<file path="config.mk">
export PLATFORM = sky130hd
export DESIGN_NAME = pattern_count_disp
export DESIGN_NICKNAME = d
export VERILOG_FILES = /design/src/rtl/patdet_pkg.sv /design/src/rtl/pattern_count_disp_seg7.sv /design/src/rtl/pattern_count_disp.sv
export SDC_FILE = /design/constraint.sdc
export NUM_CORES = 1
export LEC_CHECK = 0
export ABC_AREA = 1
export BUFFER_PORTS_ARGS = -buffer_cell sky130_fd_sc_hd__buf_2
export CORE_MARGIN = 1
export CORE_UTILIZATION = 47
export CTS_CLUSTER_SIZE = 10
export DETAILED_ROUTE_END_ITERATION = 12
export PLACE_DENSITY_LB_ADDON = 0.08
export SYNTH_ARGS = -nofsm -noshare
export SYNTH_HDL_FRONTEND = slang
export SYNTH_SLANG_ARGS = --single-unit
</file>
<file path="constraint.sdc">
create_clock -name clk -period 1.7 [get_ports clk]
set_clock_uncertainty 0.15 [all_clocks]
set_input_delay 0.17 -clock clk [delete_from_list [all_inputs] [get_ports clk]]
set_output_delay 0.17 -clock clk [all_outputs]
set_load 0.005 [all_outputs]
</file>
<file path="src/rtl/patdet_pkg.sv">
// Shared definitions for the serial pattern detector and its display.
// Segment codes are active-low {g,f,e,d,c,b,a}.
package patdet_pkg;

  typedef logic [3:0] bcd_digit_t;

  localparam logic [6:0] SEG_CODE [0:9] = '{
    7'b1000000,
    7'b1111001,
    7'b0100100,
    7'b0110000,
    7'b0011001,
    7'b0010010,
    7'b0000010,
    7'b1111000,
    7'b0000000,
    7'b0010000
  };

  localparam logic [6:0] SEG_BLANK = 7'b1111111;
  localparam logic [6:0] SEG_ERR   = 7'b0000111;

endpackage

</file>
<file path="src/rtl/pattern_count_disp_seg7.sv">
// Combinational BCD to 7-segment decoder with a blanking input.
// Non-BCD codes show a distinct error glyph.
module seg7_decode
  import patdet_pkg::*;
(
  input  bcd_digit_t bcd,
  input  logic       blank,
  output logic [6:0] seg
);

  always_comb begin
    seg = SEG_ERR;
    if (blank) begin
      seg = SEG_BLANK;
    end else begin
      case (bcd)
        4'd0:    seg = SEG_CODE[0];
        4'd1:    seg = SEG_CODE[1];
        4'd2:    seg = SEG_CODE[2];
        4'd3:    seg = SEG_CODE[3];
        4'd4:    seg = SEG_CODE[4];
        4'd5:    seg = SEG_CODE[5];
        4'd6:    seg = SEG_CODE[6];
        4'd7:    seg = SEG_CODE[7];
        4'd8:    seg = SEG_CODE[8];
        4'd9:    seg = SEG_CODE[9];
        default: seg = SEG_ERR;
      endcase
    end
  end

endmodule

</file>
<file path="src/rtl/pattern_count_disp.sv">
// Serial pattern detector with BCD match counter and registered 7-seg bank.
// Define PATDET_LZ_BLANK_EN to blank leading zero digits on disp.
module pattern_count_disp
  import patdet_pkg::*;
#(
  parameter int PAT_W  = 4,
  parameter int DIGITS = 2,
  parameter int WRAP   = 0
) (
  input  logic                  clk,
  input  logic                  rst,
  input  logic                  ena,
  input  logic                  din,
  input  logic [PAT_W-1:0]      pattern,
  input  logic [PAT_W-1:0]      mask,
  input  logic                  overlap,
  input  logic                  clr_count,
  output logic                  z,
  output logic [4*DIGITS-1:0]   count_bcd,
  output logic [7*DIGITS-1:0]   disp,
  output logic                  overflow
);

  localparam int FW = $clog2(PAT_W + 1);
  localparam logic [FW-1:0] FILL_MAX = FW'(PAT_W);

  logic [PAT_W-1:0] hist;
  logic [PAT_W-1:0] hist_n;
  logic [FW-1:0]    fill;
  logic [FW-1:0]    fill_n;
  logic             match;

  bcd_digit_t [DIGITS-1:0] cnt;
  bcd_digit_t [DIGITS-1:0] cnt_inc;
  logic                    all9;
  logic                    inc_carry;

  logic [DIGITS-1:0]   blank;
  logic [7*DIGITS-1:0] seg_nxt;

  assign hist_n = {hist[PAT_W-2:0], din};
  assign fill_n = (fill == FILL_MAX) ? FILL_MAX : fill + FW'(1);
  assign match  = ena && (fill_n == FILL_MAX) &&
                  (((hist_n ^ pattern) & mask) == '0);

  // Non-overlap restarts fill so the next hit needs PAT_W fresh bits.
  always_ff @(posedge clk) begin
    if (rst) begin
      hist <= '0;
      fill <= '0;
      z    <= 1'b0;
    end else begin
      z <= match;
      if (ena) begin
        hist <= hist_n;
        fill <= (match && !overlap) ? '0 : fill_n;
      end
    end
  end

  always_comb begin
    cnt_inc   = cnt;
    inc_carry = 1'b1;
    for (int k = 0; k < DIGITS; k++) begin
      if (inc_carry) begin
        if (cnt[k] == 4'd9) begin
          cnt_inc[k] = 4'd0;
        end else begin
          cnt_inc[k] = cnt[k] + 4'd1;
          inc_carry  = 1'b0;
        end
      end
    end
    all9 = inc_carry;
  end

  // Clear beats a coincident match; z still pulses from the match path.
  always_ff @(posedge clk) begin
    if (rst) begin
      cnt      <= '0;
      overflow <= 1'b0;
    end else if (clr_count) begin
      cnt      <= '0;
      overflow <= 1'b0;
    end else if (match) begin
      if (all9) begin
        overflow <= 1'b1;
        if (WRAP != 0) cnt <= '0;
      end else begin
        cnt <= cnt_inc;
      end
    end
  end

  assign count_bcd = cnt;

`ifdef PATDET_LZ_BLANK_EN
  logic lz_seen;

  always_comb begin
    lz_seen = 1'b0;
    blank   = '0;
    for (int k = DIGITS - 1; k > 0; k--) begin
      lz_seen  = lz_seen | (cnt[k] != 4'd0);
      blank[k] = ~lz_seen;
    end
  end
`else
  assign blank = '0;
`endif

  for (genvar k = 0; k < DIGITS; k++) begin : g_dig
    seg7_decode u_dec (
      .bcd   (cnt[k]),
      .blank (blank[k]),
      .seg   (seg_nxt[7*k +: 7])
    );
  end

  always_ff @(posedge clk) begin
    if (rst) begin
      disp <= {DIGITS{SEG_CODE[0]}};
    end else begin
      disp <= seg_nxt;
    end
  end

endmodule

</file>
==> results of run 1 <==
-- metrics by stage --
step | setup slack, ns | cell area (um2) | hold slack (ns)
floorplan | 0.04725 | 1549 | 0.09847
CTS | 0.008869 | 1951 | 0.03172
detailed placement | -0.002142 | 1847 | 0.3042
global route | -0.03829 | 2017 | 0.05129
global placement | 0.02293 | 1847 | 0.3002
finish | 0.08150 | 2017 | 0.03870
-- power groups by stage --
stage / Combinational [mW] / Clock, mW / Sequential, mW
final: 0.126 / 0.463 / 0.720
after global routing: 0.142 / 0.499 / 0.722
after CTS: 0.106 / 0.476 / 0.718
after detailed placement: 0.0989 / 0 / 0.734
after global placement: 0.0978 / 0 / 0.734
after floorplan: 0.0658 / 0 / 0.733
-- worst max path at each step --
stage | startpoint | endpoint | cells past startpoint | slack (ns)
2_1_floorplan | fill[0] | count_bcd[6] | 8 | 0.05
3_3_place_gp | fill[0] | count_bcd[6] | 8 | 0.02
3_5_place_dp | fill[0] | count_bcd[7] | 8 | -0.002
4_1_cts | fill[0] | count_bcd[4] | 9 | 0.009
5_1_grt | fill[0] | count_bcd[6] | 9 | -0.04
6_report | fill[0] | count_bcd[6] | 9 | 0.08
-- logic make-up after synthesis --
group,count (synthesis)
fa+ha+maj,12
flops,30
simple gates,87
xor+xnor,2
buf+inv,37
compound gates,34
-- per-layer routing --
| metal | share of wire, % | vias to the layer above |
|---|---|---|
| li1 | - | 769 |
| met1 | 48 | 642 |
| met2 | 46 | 37 |
| met3 | 4.6 | 6 |
| met4 | 1.4 | 0 |
| met5 | 0 | - |
-- cell usage after synthesis (2+ instances only) --
| cell type | count |
|---|---|
| nand4_1 | 2 |
| ha_1 | 12 |
| buf_2 | 2 |
| nand3_4 | 3 |
| nand2_1 | 40 |
| inv_1 | 32 |
| nor2_1 | 20 |
| nand3_1 | 13 |
| o22ai_1 | 4 |
| nor3_1 | 2 |
| dfxtp_1 | 30 |
| a21oi_1 | 14 |
| o21ai_0 | 10 |
-- sequential cells by signal, indices dropped and copies added, names as in the netlist --
register   flops
z              1
count_bcd      8
disp          14
overflow       1
fill           3
hist           3
-- critical path, stage by stage (launching register included) --
cell	delay, ns
dfxtp_2	0.36
ha_2	0.18
o21ai_1	0.07
nor2_2	0.19
nand3_4	0.15
nor2_8	0.15
nand3_4	0.12
nand2_2	0.07
nand2_1	0.05
nor2_1	0.08
-- layout make-up --
type	count	area share, %
Multi-Input combinational cell	136	41.94
Sequential cell	30	29.90
Timing Repair Buffer	54	16.13
Inverter	33	6.141
Tap cell	44	2.730
Clock buffer	6	2.543
Clock inverter	2	0.6203
-- timing repair --
action                                  in CTS  in global routing
resized for setup                            0                 13
cloned                                       0                  1
setup buffers                                0                  2
hold buffers                                 4                  0
pin swaps                                    1                  9
hold endpoints to repair                     4                  0
endpoints found under the setup margin       4                 10
==> impl_metrics.yaml, run 1 <==
timing:
  fmax_mhz: 617.9
  fin_crit_ns: 1.618
  setup_tns_ns: 0
  maxSlewHeadroom_pct: 79.58
  finalSetupViolCount: 0
  slew_viol_final: 0
  rsz0062_at_grt: "yes"
  worst_pin_slew_ns: 0.3058
  hold_violations: 0
  fin_crit_sh_pct: 95.21
global_route:
  first_global_vias: 1292
  top_usage_layer: "met2"
  grt_usage_pct: 20.48
  grt_pass1_wl_um: 5402
  met3_usage_pct: 5.240
  grt_use_met2_pct: 33.07
  use_met1_pct: 26.35
  grt_overflow: 0
  grt_max_degree: 15
  antenna_found_initial: 0
floorplanning:
  die_h_um: 59.41
  core_mm2: 0.003078
  io_pins: 38
  die_w_um: 59.41
  die-area_mm2: 0.003530
  initial_core_util_pct: 50.33
  num_rows: 20
synth:
  synth_mux_area_share_pct: 0
  synth_cell_types: 31
  synthSimpleGateAreaFrac_pct: 28.51
  avgSynthCellArea_um2: 7.668
  synth_fp_nets: 228
  synth-xor-area-share_pct: 1.131
  async_flop_share_pct: 0
  synth-edff-count: 0
  synth.area.top_cells: "dfxtp_1 (39%), ha_1 (9.7%), nand2_1 (9.7%)"
  synth_top_area_share_pct: 38.77
  synthCells: 202
  synth_area_mm2: 0.001549
  yosysTopAreaCell: "dfxtp_1"
  synth_top_family_by_area: "simple AND/OR/NAND/NOR gates"
  synth_fa_ha_area_share_pct: 9.693
  ys_warn_count: 0
  ys_seq_area_share_pct: 38.77
  synth_compound_area_share_pct: 12.28
  synth_flop_cell: "dfxtp_1"
  ys_ff_latch: 30
pwr:
  vdd_drop_max_uv: 353.5
  internal-power_uw: 969.3
  switching_power_uw: 339.8
  power_frac_seq_pct: 55.0
  p_leak_nw: 0.9513
  power_frac_comb_pct: 9.6
  p_per_area_mw_per_mm2: 649.1
  p_sw_share_pct: 25.96
  power_frac_clock_pct: 35.3
  p_total_mw: 1.309
detailed_routing:
  finalWirelength_um: 3247
  viasPerCell: 4.767
  route.detailed.drc: 0
  ant_nets: 0
  detail_route.first_pass.iterations: 4
  dr_total_vias: 1454
  routedWlPerCell_um: 10.65
  drt-initial-drc-count: 83
setup_path:
  crit_type: "reg -> reg"
  ff2ff_setup_slack_ns: 0.08
  cp_data_required_time_ns: 1.83
  cp.arrival_ns: 1.75
  critPathCaptureType: "flop"
  cp-start-kind: "flop"
  crit_fanout: 6
  r2r-start: "fill[0]"
  r2r-end: "count_bcd[6]"
  rr_worst_depth: 9
placed_design:
  finalWeightedCongestion: 0.8701
  io_buffers: 37
  dp.cells: 290
  dp_hpwl_um: 2377
clocking:
  htreeDepth: 2
  max-clock-path-buffers: 2
  clk_pin_slew_ns: 0.10
  cts_tree: "done"
  clkLatencyLatePin_ns: 0.33
  cts-root-buf: "clkbuf_4"
  cts-buffers-inserted: 5
  clock_sinks: 30
final_layout:
  area_growth_pct: 30.21
  final_common_cell: "nand2_1"
  drive_gt1_share_pct: 30.27
  multi_input_area_um2: 845.8
  layout_common_cells: "nand2_1 (37), buf_2 (36), inv_1 (30)"
  nets: 286
  fillers: 301
  fin_util_pct: 65.53
  instances_no_fill: 305
  antenna_cells: 0
  regArea_um2: 603.1
flow_run:
  timing.max_cap.violations: 0
hold_path:
  hold_start: "rst"
  min_delay_path_depth: 2
  min_path_type: "in -> reg"
  min_to: "fill[2]"
outcome:
  status: "finished clean"
Power figures use the tool's default switching activity.
==> inputs of run 2 (changes only) <==
- CTS_CLUSTER_DIAMETER: unset -> 80
- clock period: 1.7 -> 1.4 ns (I/O delays scaled with it)
==> run 2 against run 1 <==
Net effect: the flow now finishes with violations (setup timing); largest power group unchanged; wire length grew 14%; via count is 7.6% higher; register-to-register slack got worse by 0.34 ns; sequential cell count unchanged; count of clock-buffer cells in the layout up 2; maximum frequency decreased by 2.4%; first-iteration DRC count down 60%; global-route usage grew 2.3 points; cell count increased by 6.2%; non-clock buffer count grew 19; setup slack worse by 0.34 ns.
==> impl_metrics.yaml, run 2 (synthesis results as in run 1) <==
global_route:
  antenna_found_initial: 0
  grt_pass1_wl_um: 5899
  grt_max_degree: 11
  grt_overflow: 0
  grt_usage_pct: 22.73
  first_global_vias: 1477
setup_path:
  critPathCaptureType: "flop"
  worstPathCellList: "ha_4 -> nand2_2 -> nor2_2 -> nor2_2 -> nand3_4 -> nor2_8 -> buf_4 -> nand2_4 -> nand2_2 -> a21oi_1"
  slowest_stage: "dfxtp_4"
  cp-start-kind: "flop"
  slowest_delay_ns: 0.37
  crit_type: "reg -> reg"
  cp.arrival_ns: 1.73
  crit_fanout: 5
  cp_data_required_time_ns: 1.48
final_layout:
  area_growth_pct: 47.82
  regArea_um2: 615.6
  regMostFlops: "disp"
  final_common_cell: "buf_2"
  multi_input_area_um2: 955.9
  antenna_cells: 0
  nets: 305
  fillers: 256
  largest_register_ffs: 14
  layout_common_cells: "buf_2 (37), nand2_1 (33), buf_4 (30)"
  drive_gt1_share_pct: 43.21
timing:
  finalSetupViolCount: 12
  hold_violations: 0
  fmax_mhz: 602.7
  fin_crit_sh_pct: 118.5
  worst_slack_ns: -0.2591
  slew_viol_final: 0
  fin_crit_ns: 1.659
  rsz0062_at_grt: "yes"
  maxSlewHeadroom_pct: 77.20
  whs_ns: 0.03271
  worst_pin_slew_ns: 0.3415
detailed_routing:
  dr_total_vias: 1564
  finalWirelength_um: 3706
  drt-initial-drc-count: 33
  route.detailed.drc: 0
  routedWlPerCell_um: 11.44
  ant_nets: 0
  detail_route.first_pass.iterations: 4
  viasPerCell: 4.827
clocking:
  htreeDepth: 2
  max-clock-path-buffers: 2
  clock_sinks: 30
  clk_pin_slew_ns: 0.09
  cts-buffers-inserted: 5
  cts-root-buf: "clkbuf_4"
  clkLatencyLatePin_ns: 0.33
  cts_tree: "done"
outcome:
  violations: "setup timing"
  status: "finished, violations left"
flow_run:
  timing.max_cap.violations: 0
floorplanning:
  num_rows: 20
  io_pins: 38
  initial_core_util_pct: 50.33
  die_h_um: 59.41
  die_w_um: 59.41
  core_mm2: 0.003078
  die-area_mm2: 0.003530
pwr:
  p_leak_nw: 1.064
  vdd_drop_max_uv: 627.3
  p_total_mw: 1.537
  p_per_area_mw_per_mm2: 671.2
placed_design:
  finalWeightedCongestion: 0.8433
  dp_hpwl_um: 2713
  io_buffers: 37
hold_path:
  min_path_type: "in -> reg"
[run 2: changes by cell type in the layout (fill, tap and decap cells not counted), sizes merged]
cell / delta
buf: +19
clkinv: -1
inv: -1
clkbuf: +2
[run 2: per-layer routing]
| metal | up-vias | wire, um | track usage [%] |
|---|---|---|---|
| li1 | 804 | - | - |
| met1 | 694 | 1521 | 23.92 |
| met2 | 53 | 1877 | 39.33 |
| met3 | 13 | 190 | 6.550 |
| met4 | 0 | 116 | 14.63 |
| met5 | - | 0 | 0 |
[run 2: critical path, delay by kind of cell (launching register included)]
| kind | cells | cell delay (ns) |
|---|---|---|
| buffers and inverters | 1 | 0.14 |
| AO/OA/AOI/OAI | 1 | 0.07 |
| AND/OR/NAND/NOR | 7 | 0.67 |
| flip-flops | 1 | 0.37 |
| adder cells (fa/ha/maj) | 1 | 0.16 |
[run 2: final timing paths]
check / endpoint / startpoint / cells past startpoint / slack (ns)
hold / removal: count_bcd[7] / clr_count / 5 / 0.03
hold reg to reg: hist[2] / hist[1] / 2 / 0.34
setup / recovery: count_bcd[2] / fill[0] / 10 / -0.26
setup reg to reg: count_bcd[2] / fill[0] / 10 / -0.26
[run 2: timing repair]
item	in CTS	in global routing
endpoints found under the hold margin	6	0
setup endpoints to repair	12	20
setup buffers	2	3
gates cloned	1	0
resized for setup	6	26
hold buffers	4	0
pin swaps	10	22
[run 2: metrics by stage]
stage	setup TNS, ns	util [%]	instance area, um2	cells	worst slack (ns)
global route	-3.625	74.39	2290	324	-0.3461
finish	-2.460	74.39	2290	324	-0.2591
detailed placement	-1.795	65.85	2027	306	-0.2252
floorplan	-0.9391	-	1609	202	-0.1349
global placement	-1.289	65.85	2027	306	-0.1613
CTS	-2.067	70.57	2172	321	-0.2479
[run 2: final cells by class]
cell class / instances / share of cell area, %
flip-flops and latches: 30 / 26.89
inverters: 33 / 5.792
repair buffers: 73 / 21.04
clock buffers: 8 / 2.131
well taps: 44 / 2.404
multi-input cells: 136 / 41.75
[run 2: report_power, final]
| part | switching (mW) | leakage (nW) | total, mW | internal, mW |
|---|---|---|---|---|
| combinational | 0.0943 | 0.791 | 0.186 | 0.0915 |
| sequential | 0.0121 | 0.246 | 0.873 | 0.861 |
| clock | 0.279 | 0.0265 | 0.478 | 0.200 |
| total | 0.385 | 1.06 | 1.54 | 1.15 |
